`src/rtl/video_timing_out_pkg.sv`:
```
// Shared raster timing defaults, widths and flag bundle for the VDP pixel path.
// Imported by the timing/output stage and the reusable delay line.
package video_timing_out_pkg;

    localparam int DEF_H_ACTIVE = 640;
    localparam int DEF_H_FP     = 16;
    localparam int DEF_H_SYNC   = 96;
    localparam int DEF_H_BP     = 48;
    localparam int DEF_V_ACTIVE = 480;
    localparam int DEF_V_FP     = 10;
    localparam int DEF_V_SYNC   = 2;
    localparam int DEF_V_BP     = 33;

    localparam int COLOUR_W = 24;
    localparam int PIXEL_W  = 9;
    localparam int CNT_W    = 11;
    localparam int CMP_W    = 12;

    typedef struct packed {
        logic active;
        logic hs;
        logic vs;
    } sync_flags_t;

    function automatic logic sync_level(input logic asserted, input logic pol);
        return asserted ? pol : ~pol;
    endfunction

endpackage

```
`src/rtl/video_timing_out_delay_line.sv`:
```
// vdp_delay_line: DEPTH-stage register pipeline, DEPTH=0 is a plain wire.
// Ports: clk, rst (async active-low, loads RST_VAL), d_i in, q_o out.
module vdp_delay_line #(
    parameter int                WIDTH   = 1,
    parameter int                DEPTH   = 1,
    parameter logic [WIDTH-1:0]  RST_VAL = '0
) (
    input  logic             clk,
    input  logic             rst,
    input  logic [WIDTH-1:0] d_i,
    output logic [WIDTH-1:0] q_o
);

    if (DEPTH == 0) begin : g_wire
        assign q_o = d_i;
    end else begin : g_regs
        logic [WIDTH-1:0] stage_q [DEPTH];

        always_ff @(posedge clk or negedge rst) begin
            if (!rst) begin
                for (int i = 0; i < DEPTH; i++) begin
                    stage_q[i] <= RST_VAL;
                end
            end else begin
                stage_q[0] <= d_i;
                for (int i = 1; i < DEPTH; i++) begin
                    stage_q[i] <= stage_q[i-1];
                end
            end
        end

        assign q_o = stage_q[DEPTH-1];
    end

endmodule

```
`src/rtl/video_timing_out.sv`:
```
// Raster timing generator and blanked RGB888/sync output stage, 1 pixel/clk.
// Ports: clk, rst (async active-low), colour_in from palette; pixel_x/y,
// pixel_active, frame_start, line_start, vblank to renderer; vga_* to encoder.
module video_timing_out
    import video_timing_out_pkg::*;
#(
    parameter int   H_ACTIVE   = DEF_H_ACTIVE,
    parameter int   H_FP       = DEF_H_FP,
    parameter int   H_SYNC     = DEF_H_SYNC,
    parameter int   H_BP       = DEF_H_BP,
    parameter int   V_ACTIVE   = DEF_V_ACTIVE,
    parameter int   V_FP       = DEF_V_FP,
    parameter int   V_SYNC     = DEF_V_SYNC,
    parameter int   V_BP       = DEF_V_BP,
    parameter logic SYNC_POL   = 1'b0,
    parameter int   RENDER_LAT = 2,
    parameter int   PAL_LAT    = 1
) (
    input  logic                clk,
    input  logic                rst,
    input  logic [COLOUR_W-1:0] colour_in,
    output logic [CNT_W-1:0]    pixel_x,
    output logic [CNT_W-1:0]    pixel_y,
    output logic                pixel_active,
    output logic                frame_start,
    output logic                line_start,
    output logic                vblank,
    output logic [7:0]          vga_r,
    output logic [7:0]          vga_g,
    output logic [7:0]          vga_b,
    output logic                vga_hs,
    output logic                vga_vs,
    output logic                vga_de
);

    localparam int H_TOTAL = H_ACTIVE + H_FP + H_SYNC + H_BP;
    localparam int V_TOTAL = V_ACTIVE + V_FP + V_SYNC + V_BP;
    localparam int LAT     = RENDER_LAT + PAL_LAT;

    if (H_TOTAL > 2048 || V_TOTAL > 2048) begin : g_bad_totals
        $error("video_timing_out: H_TOTAL and V_TOTAL must be <= 2048");
    end

    // Comparisons use one spare bit so a boundary of exactly 2048 still fits.
    localparam logic [CNT_W-1:0] H_LAST = CNT_W'(H_TOTAL - 1);
    localparam logic [CNT_W-1:0] V_LAST = CNT_W'(V_TOTAL - 1);
    localparam logic [CMP_W-1:0] H_ACT  = CMP_W'(H_ACTIVE);
    localparam logic [CMP_W-1:0] V_ACT  = CMP_W'(V_ACTIVE);
    localparam logic [CMP_W-1:0] HS_BEG = CMP_W'(H_ACTIVE + H_FP);
    localparam logic [CMP_W-1:0] HS_END = CMP_W'(H_ACTIVE + H_FP + H_SYNC);
    localparam logic [CMP_W-1:0] VS_BEG = CMP_W'(V_ACTIVE + V_FP);
    localparam logic [CMP_W-1:0] VS_END = CMP_W'(V_ACTIVE + V_FP + V_SYNC);

    logic [CNT_W-1:0] h_q, h_d;
    logic [CNT_W-1:0] v_q, v_d;
    logic [CMP_W-1:0] h_x, v_x;

    sync_flags_t flags0, flags_dly;

    logic [7:0] r_q, r_d, g_q, g_d, b_q, b_d;
    logic       de_q, de_d, hs_q, hs_d, vs_q, vs_d;

    always_comb begin
        h_d = h_q + 1'b1;
        v_d = v_q;
        if (h_q == H_LAST) begin
            h_d = '0;
            v_d = (v_q == V_LAST) ? '0 : v_q + 1'b1;
        end
    end

    always_ff @(posedge clk or negedge rst) begin
        if (!rst) begin
            h_q <= '0;
            v_q <= '0;
        end else begin
            h_q <= h_d;
            v_q <= v_d;
        end
    end

    assign h_x = {1'b0, h_q};
    assign v_x = {1'b0, v_q};

    always_comb begin
        flags0.active = (h_x < H_ACT) && (v_x < V_ACT);
        flags0.hs     = (h_x >= HS_BEG) && (h_x < HS_END);
        flags0.vs     = (v_x >= VS_BEG) && (v_x < VS_END);
    end

    assign pixel_x      = h_q;
    assign pixel_y      = v_q;
    assign pixel_active = flags0.active;
    assign frame_start  = (h_q == '0) && (v_q == '0);
    assign line_start   = (h_q == '0);
    assign vblank       = (v_x >= V_ACT);

    // Flags wait for the renderer + palette so they meet their colour.
    vdp_delay_line #(
        .WIDTH   ($bits(sync_flags_t)),
        .DEPTH   (LAT),
        .RST_VAL ('0)
    ) u_flag_dly (
        .clk (clk),
        .rst (rst),
        .d_i (flags0),
        .q_o (flags_dly)
    );

    always_comb begin
        r_d  = flags_dly.active ? colour_in[23:16] : 8'h00;
        g_d  = flags_dly.active ? colour_in[15:8]  : 8'h00;
        b_d  = flags_dly.active ? colour_in[7:0]   : 8'h00;
        de_d = flags_dly.active;
        hs_d = sync_level(flags_dly.hs, SYNC_POL);
        vs_d = sync_level(flags_dly.vs, SYNC_POL);
    end

    always_ff @(posedge clk or negedge rst) begin
        if (!rst) begin
            r_q  <= 8'h00;
            g_q  <= 8'h00;
            b_q  <= 8'h00;
            de_q <= 1'b0;
            hs_q <= ~SYNC_POL;
            vs_q <= ~SYNC_POL;
        end else begin
            r_q  <= r_d;
            g_q  <= g_d;
            b_q  <= b_d;
            de_q <= de_d;
            hs_q <= hs_d;
            vs_q <= vs_d;
        end
    end

    assign vga_r  = r_q;
    assign vga_g  = g_q;
    assign vga_b  = b_q;
    assign vga_de = de_q;
    assign vga_hs = hs_q;
    assign vga_vs = vs_q;

endmodule

```
`config.mk`:
```
export PLATFORM = sky130hd
export DESIGN_NAME = video_timing_out
export DESIGN_NICKNAME = d
export VERILOG_FILES = /design/src/rtl/video_timing_out_pkg.sv /design/src/rtl/video_timing_out_delay_line.sv /design/src/rtl/video_timing_out.sv
export SDC_FILE = /design/constraint.sdc
export NUM_CORES = 1
export LEC_CHECK = 0
export BUFFER_PORTS_ARGS = -buffer_cell sky130_fd_sc_hd__buf_4
export CAP_MARGIN = 15
export CORE_ASPECT_RATIO = 0.9
export CORE_MARGIN = 5
export CORE_UTILIZATION = 56
export CTS_BUF_LIST = sky130_fd_sc_hd__clkbuf_8
export DETAILED_ROUTE_END_ITERATION = 16
export PLACE_DENSITY = 0.88
export SYNTH_ARGS = -nofsm -noshare
export SYNTH_HDL_FRONTEND = slang
export SYNTH_SLANG_ARGS = --single-unit
```
`constraint.sdc`:
```
create_clock -name clk -period 5.45 [get_ports clk]
set_input_delay 0.545 -clock clk [delete_from_list [all_inputs] [get_ports clk]]
set_output_delay 0.545 -clock clk [all_outputs]
set_load 0.03 [all_outputs]
```
# Word level (Yosys, flattened, before mapping)
# Cells that the tools add are included.
[classes]
add_sub_neg = 2
n_lt_le_gt_ge = 7
eq_ne = 2
mux = 7
reduce_logical = 6
[op_table]
columns = ["cell", "count"]
rows = [
  ["8-bit 2-to-1 mux", 3],
  ["11-bit by 1-bit adder with 11-bit output (second input constant)", 2],
  ["11-bit by 10-bit equality test with 1-bit output (second input constant)", 2],
  ["11-bit by 9-bit >= comparator with 1-bit output (second input constant)", 2],
  ["11-bit zero test", 2],
  ["11-bit by 10-bit less-than comparator with 1-bit output (second input constant)", 2],
  ["11-bit by 9-bit less-than comparator with 1-bit output (second input constant)", 2],
  ["11-bit 2-to-1 mux", 2],
  ["11-bit by 10-bit >= comparator with 1-bit output (second input constant)", 1],
  ["1-bit logical AND", 4],
  ["1-bit 2-to-1 mux", 2],
]
[word_totals]
reg_bits = 58
inputBits = 26

# Depth between registers and ports, before layout
[depth]
word_depth = 2
ltp_mapped = 7
depth_no_buf = 6

# By module
# From an unflattened synthesis, not the netlist that was laid out.
[hier_totals]
hier_cells = 188
area_unflattened_um2 = 2270.9
[by_module_without_submodules]
columns = ["mod", "n_inst", "cells_each", "area_each_um2"]
rows = [
  ["video_timing_out", 1, 176, 2023.2],
  ["vdp_delay_line", 1, 12, 247.7],
]

# Worst setup path after synthesis
# OpenSTA, ideal clock, no wires.
[synth_path]
path_type = "reg-to-output"
start = "register h_q[5] (netlist: pixel_x[5])"
end = "output frame_start"
arrival_ps = 1962
t_required_ps = 4905
slack_ps = 2943
path_stages_with_launch = 5
path_buffers = 1
path_cell_list = "dfrtp_1 buf_6 or3_4 nor2_1 and4_1"
[synth_between]
elab_chain_cells = 2
[synth_lines]
columns = ["item", "line", "text"]
rows = [
  ["start: declaration", "video_timing_out.sv:54", "logic [CNT_W-1:0] h_q, h_d;"],
  ["start signal: assignment", "video_timing_out.sv:74", "h_q <= '0;"],
  ["start signal: assignment", "video_timing_out.sv:77", "h_q <= h_d;"],
  ["11-bit zero test", "--", ""],
  ["net line_start", "video_timing_out.sv:26", "output logic line_start,"],
  ["1-bit logical AND", "video_timing_out.sv:94", "assign frame_start = (h_q == '0) && (v_q == '0);"],
  ["end: declaration", "video_timing_out.sv:25", "output logic frame_start,"],
]
# The timed path passes the listed nets, and every way through them passes these cells.

# Worst setup path in the final report
[layout_path]
start = "register h_q[5] (netlist: pixel_x[5])"
end = "output frame_start"
[layout_between]
elab_chain_cells = 2
[layout_lines]
columns = ["item", "line"]
rows = [
  ["11-bit zero test", "video_timing_out.sv:94"],
  ["1-bit logical AND", "video_timing_out.sv:94"],
]
# Every way passes these cells.

==> flow_metrics.tcl <==
set metrics [dict create \
    outcome "finished, final reports clean" \
    end_kind "output port" \
    reg2reg_from "pixel_x[0]" \
    yosysSeqAreaShare 0.622 \
    cts_sinks 58 \
    grt_start_max_net_pins 59 \
    numCtsBuffers 9 \
    cts_resized 0 \
    multi_input_area_um2 820 \
    drtIter0Drc 70 \
    relSlewSlack 0.540 \
    cp_slowest_cell "dfrtp_1" \
    crit_path_max_fanout 9 \
    ir_worst_vdd_mv 0.216 \
    slew_violations 0 \
    finalHoldViolCount 0 \
    htree_levels 3 \
    hold_class "in -> async" \
    min_period_ns 2.35 \
    synth_edf_count 0 \
    synthTopCellsByArea "dfrtp_1 60%, and2_1 6.7%, ha_1 2.7%" \
    arrival_ns 1.80 \
    worstSkewPairLatency_ns 0.33 \
    core.rowCount 22 \
    drtAntennaViolNets 0 \
    skew_ns 0.00674 \
    num_vias 1809 \
    wl_mm 5.26 \
    drc 0 \
    gp_congestion 0.839 \
    start_util 0.577 \
    synth_nets 227 \
    maxCapViolCount 0 \
    drtPass1Iterations 4 \
    crit_type "reg -> out" \
    ys.warnings.count 0 \
    synth_simple_gate_area_frac 0.222 \
    cp_data_required_time_ns 4.91 \
    synth_commonest_cells "56 x dfrtp_1, 25 x and2_1, 16 x nor2_1, 8 x nor3_1, 8 x o21ai_0" \
    coreArea_um2 4050 \
    slowest_delay_ns 0.47 \
    ys_seq_elements 58 \
    synth_fa_ha_area_frac 0.0268 \
    finalSetupViolCount 0 \
    portBuffers 78 \
    place_area_um2 2950 \
    muxShareOfSynthArea 0.00964 \
    clock.fmax_mhz 426 \
    wl_per_cell_um 15.9 \
    reg2reg_slack_ns 3.42 \
    grt_pass1_wl_mm 8.80 \
    die_y_um 71.3 \
    synth_most_common_cell "dfrtp_1" \
    ys.flop_type "dfrtp_1" \
    leakage_nw 1.52 \
    async_flop_share 1.00 \
    synthesis.area_um2 2340 \
    fillers 255 \
    cts_max_path_buffers 2 \
    rsz0062_at_grt "no" \
    rr_worst_depth 5 \
    die-area_um2 5560 \
    place_hpwl_mm 3.72 \
    synth_top_area_frac 0.600 \
    synth_top_cell_by_area "dfrtp_1" \
    antenna_found_initial 0 \
    crit_chain "or3_4 -> nor2_1 -> and4_1 -> buf_4" \
    regArea_um2 1450 \
    die_w_um 78.1 \
    ys_types 34 \
    endpoint "frame_start" \
    hold_buffers 0 \
    grt_pass1_vias 1735 \
    synth_top_family_by_area "simple AND/OR/NAND/NOR gates" \
    syn_to_final_growth_pct 35.2 \
    via_per_inst 5.45 \
    crit_start "pixel_x[5]" \
    fin_nets 310 \
    root_buffer "clkbuf_8" \
    synth_compound_area_frac 0.0584 \
    cp-start-kind "flip-flop" \
    syn_inst 196 \
    path_clk_slew_ns 0.06 \
    synth-xor-area-share 0.0337 \
    finalSetupTns_ns 0 \
    cts_tree "yes" \
    io_pins 79 \
    post-cts-setup-buffer-count 0 \
    grt_overflow_total 0 \
    drive_gt1_frac 0.359 \
    post-route-cell-area_um2 3160 \
    min_period_over_period 0.431 \
    syn_avg_cell_area_um2 11.9 \
    tightest_slew_ns 0.691 \
    grt_usage 0.206 \
    power_density_nw_per_um2 285 \
    critical_path.reg2reg.endpoint "pixel_y[9]" \
    power_mw 0.900 \
    antennaDiodeCount 0 \
]
final cells by class:
class,count,share of cell area
sequential,58,0.460
multi-input combinational,124,0.260
timing repair buffer,79,0.188
clock buffer,11,0.0479
tap,48,0.0190
clock inverter,5,0.0170
inverter,7,0.00832
kinds of logic (layout without fill, tap and decap cells):
group,Yosys count,count (layout)
AND/OR/NAND/NOR,89,89
flip-flops,58,58
AO/OA/AOI/OAI,19,19
buffers and inverters,14,102
XOR/XNOR,9,9
adder cells (fa/ha/maj),5,5
multiplexers,2,2
worst max-delay path, delay by kind of cell (launching register included):
family / cells / cell delay (ns)
and+or+nand+nor: 3 / 0.84
DFF: 1 / 0.47
buffers and inverters: 1 / 0.16
power breakdown:
group | switching (mW) | total (mW) | internal [mW]
sequential | 0.00260 | 0.442 | 0.440
combinational | 0.0351 | 0.0621 | 0.0270
clock | 0.162 | 0.395 | 0.233
total | 0.200 | 0.900 | 0.700
layout by cell type, fill, tap and decap left out, types with 4 or more instances in the layout:
| master | synthesis | final |
|---|---|---|
| dfrtp_1 | 56 | 56 |
| and2_1 | 25 | 25 |
| buf_4 | 0 | 79 |
| nand2_1 | 7 | 7 |
| a22o_1 | 6 | 6 |
| nor2_1 | 16 | 16 |
| nor4_1 | 5 | 5 |
| nor3_1 | 8 | 8 |
| xnor2_1 | 5 | 5 |
| nand4_1 | 6 | 6 |
| inv_1 | 7 | 8 |
| ha_1 | 5 | 5 |
| o21ai_0 | 8 | 8 |
| clkbuf_8 | 0 | 11 |
| xor2_1 | 4 | 4 |
| nand3_1 | 7 | 7 |
| and3_1 | 4 | 4 |
stage by stage:
stage	worst slack, ns	std cells	hold WS [ns]	util
after global routing	3.00	332	0.299	0.780
after global placement	3.46	316	0.331	0.730
after floorplan	2.94	196	0.249	-
final	3.10	332	0.251	0.780
after CTS	3.08	332	0.266	0.780
after detailed placement	3.44	316	0.336	0.730
flip-flops by register name, summed over array words and instances, names as in the netlist:
name,count
pixel_x,11
pixel_y,11
u_flag_dly.g_regs.stage_q,6
u_flag_dly.q_o,3
vga_b,8
vga_de,1
vga_g,8
vga_hs,1
vga_r,8
vga_vs,1
routing by layer:
layer,GRT usage,up-vias,wire length [um]
met3,0.101,4,487
met1,0.275,874,2190
met4,0.0525,0,27
li1,-,844,-
met2,0.305,87,2560
met5,0,-,0
worst min-delay path by stage:
stage | to | slack, ns | cells past startpoint
final | vga_b[7] | 0.25 | 1
after global routing | pixel_x[5] | 0.30 | 1
after CTS | pixel_x[5] | 0.27 | 1
after detailed placement | u_flag_dly.g_regs.stage_q[4] | 0.34 | 0
after global placement | u_flag_dly.q_o[0] | 0.33 | 0
after floorplan | pixel_x[0] | 0.25 | 0
(Power assumes the default switching activity.)
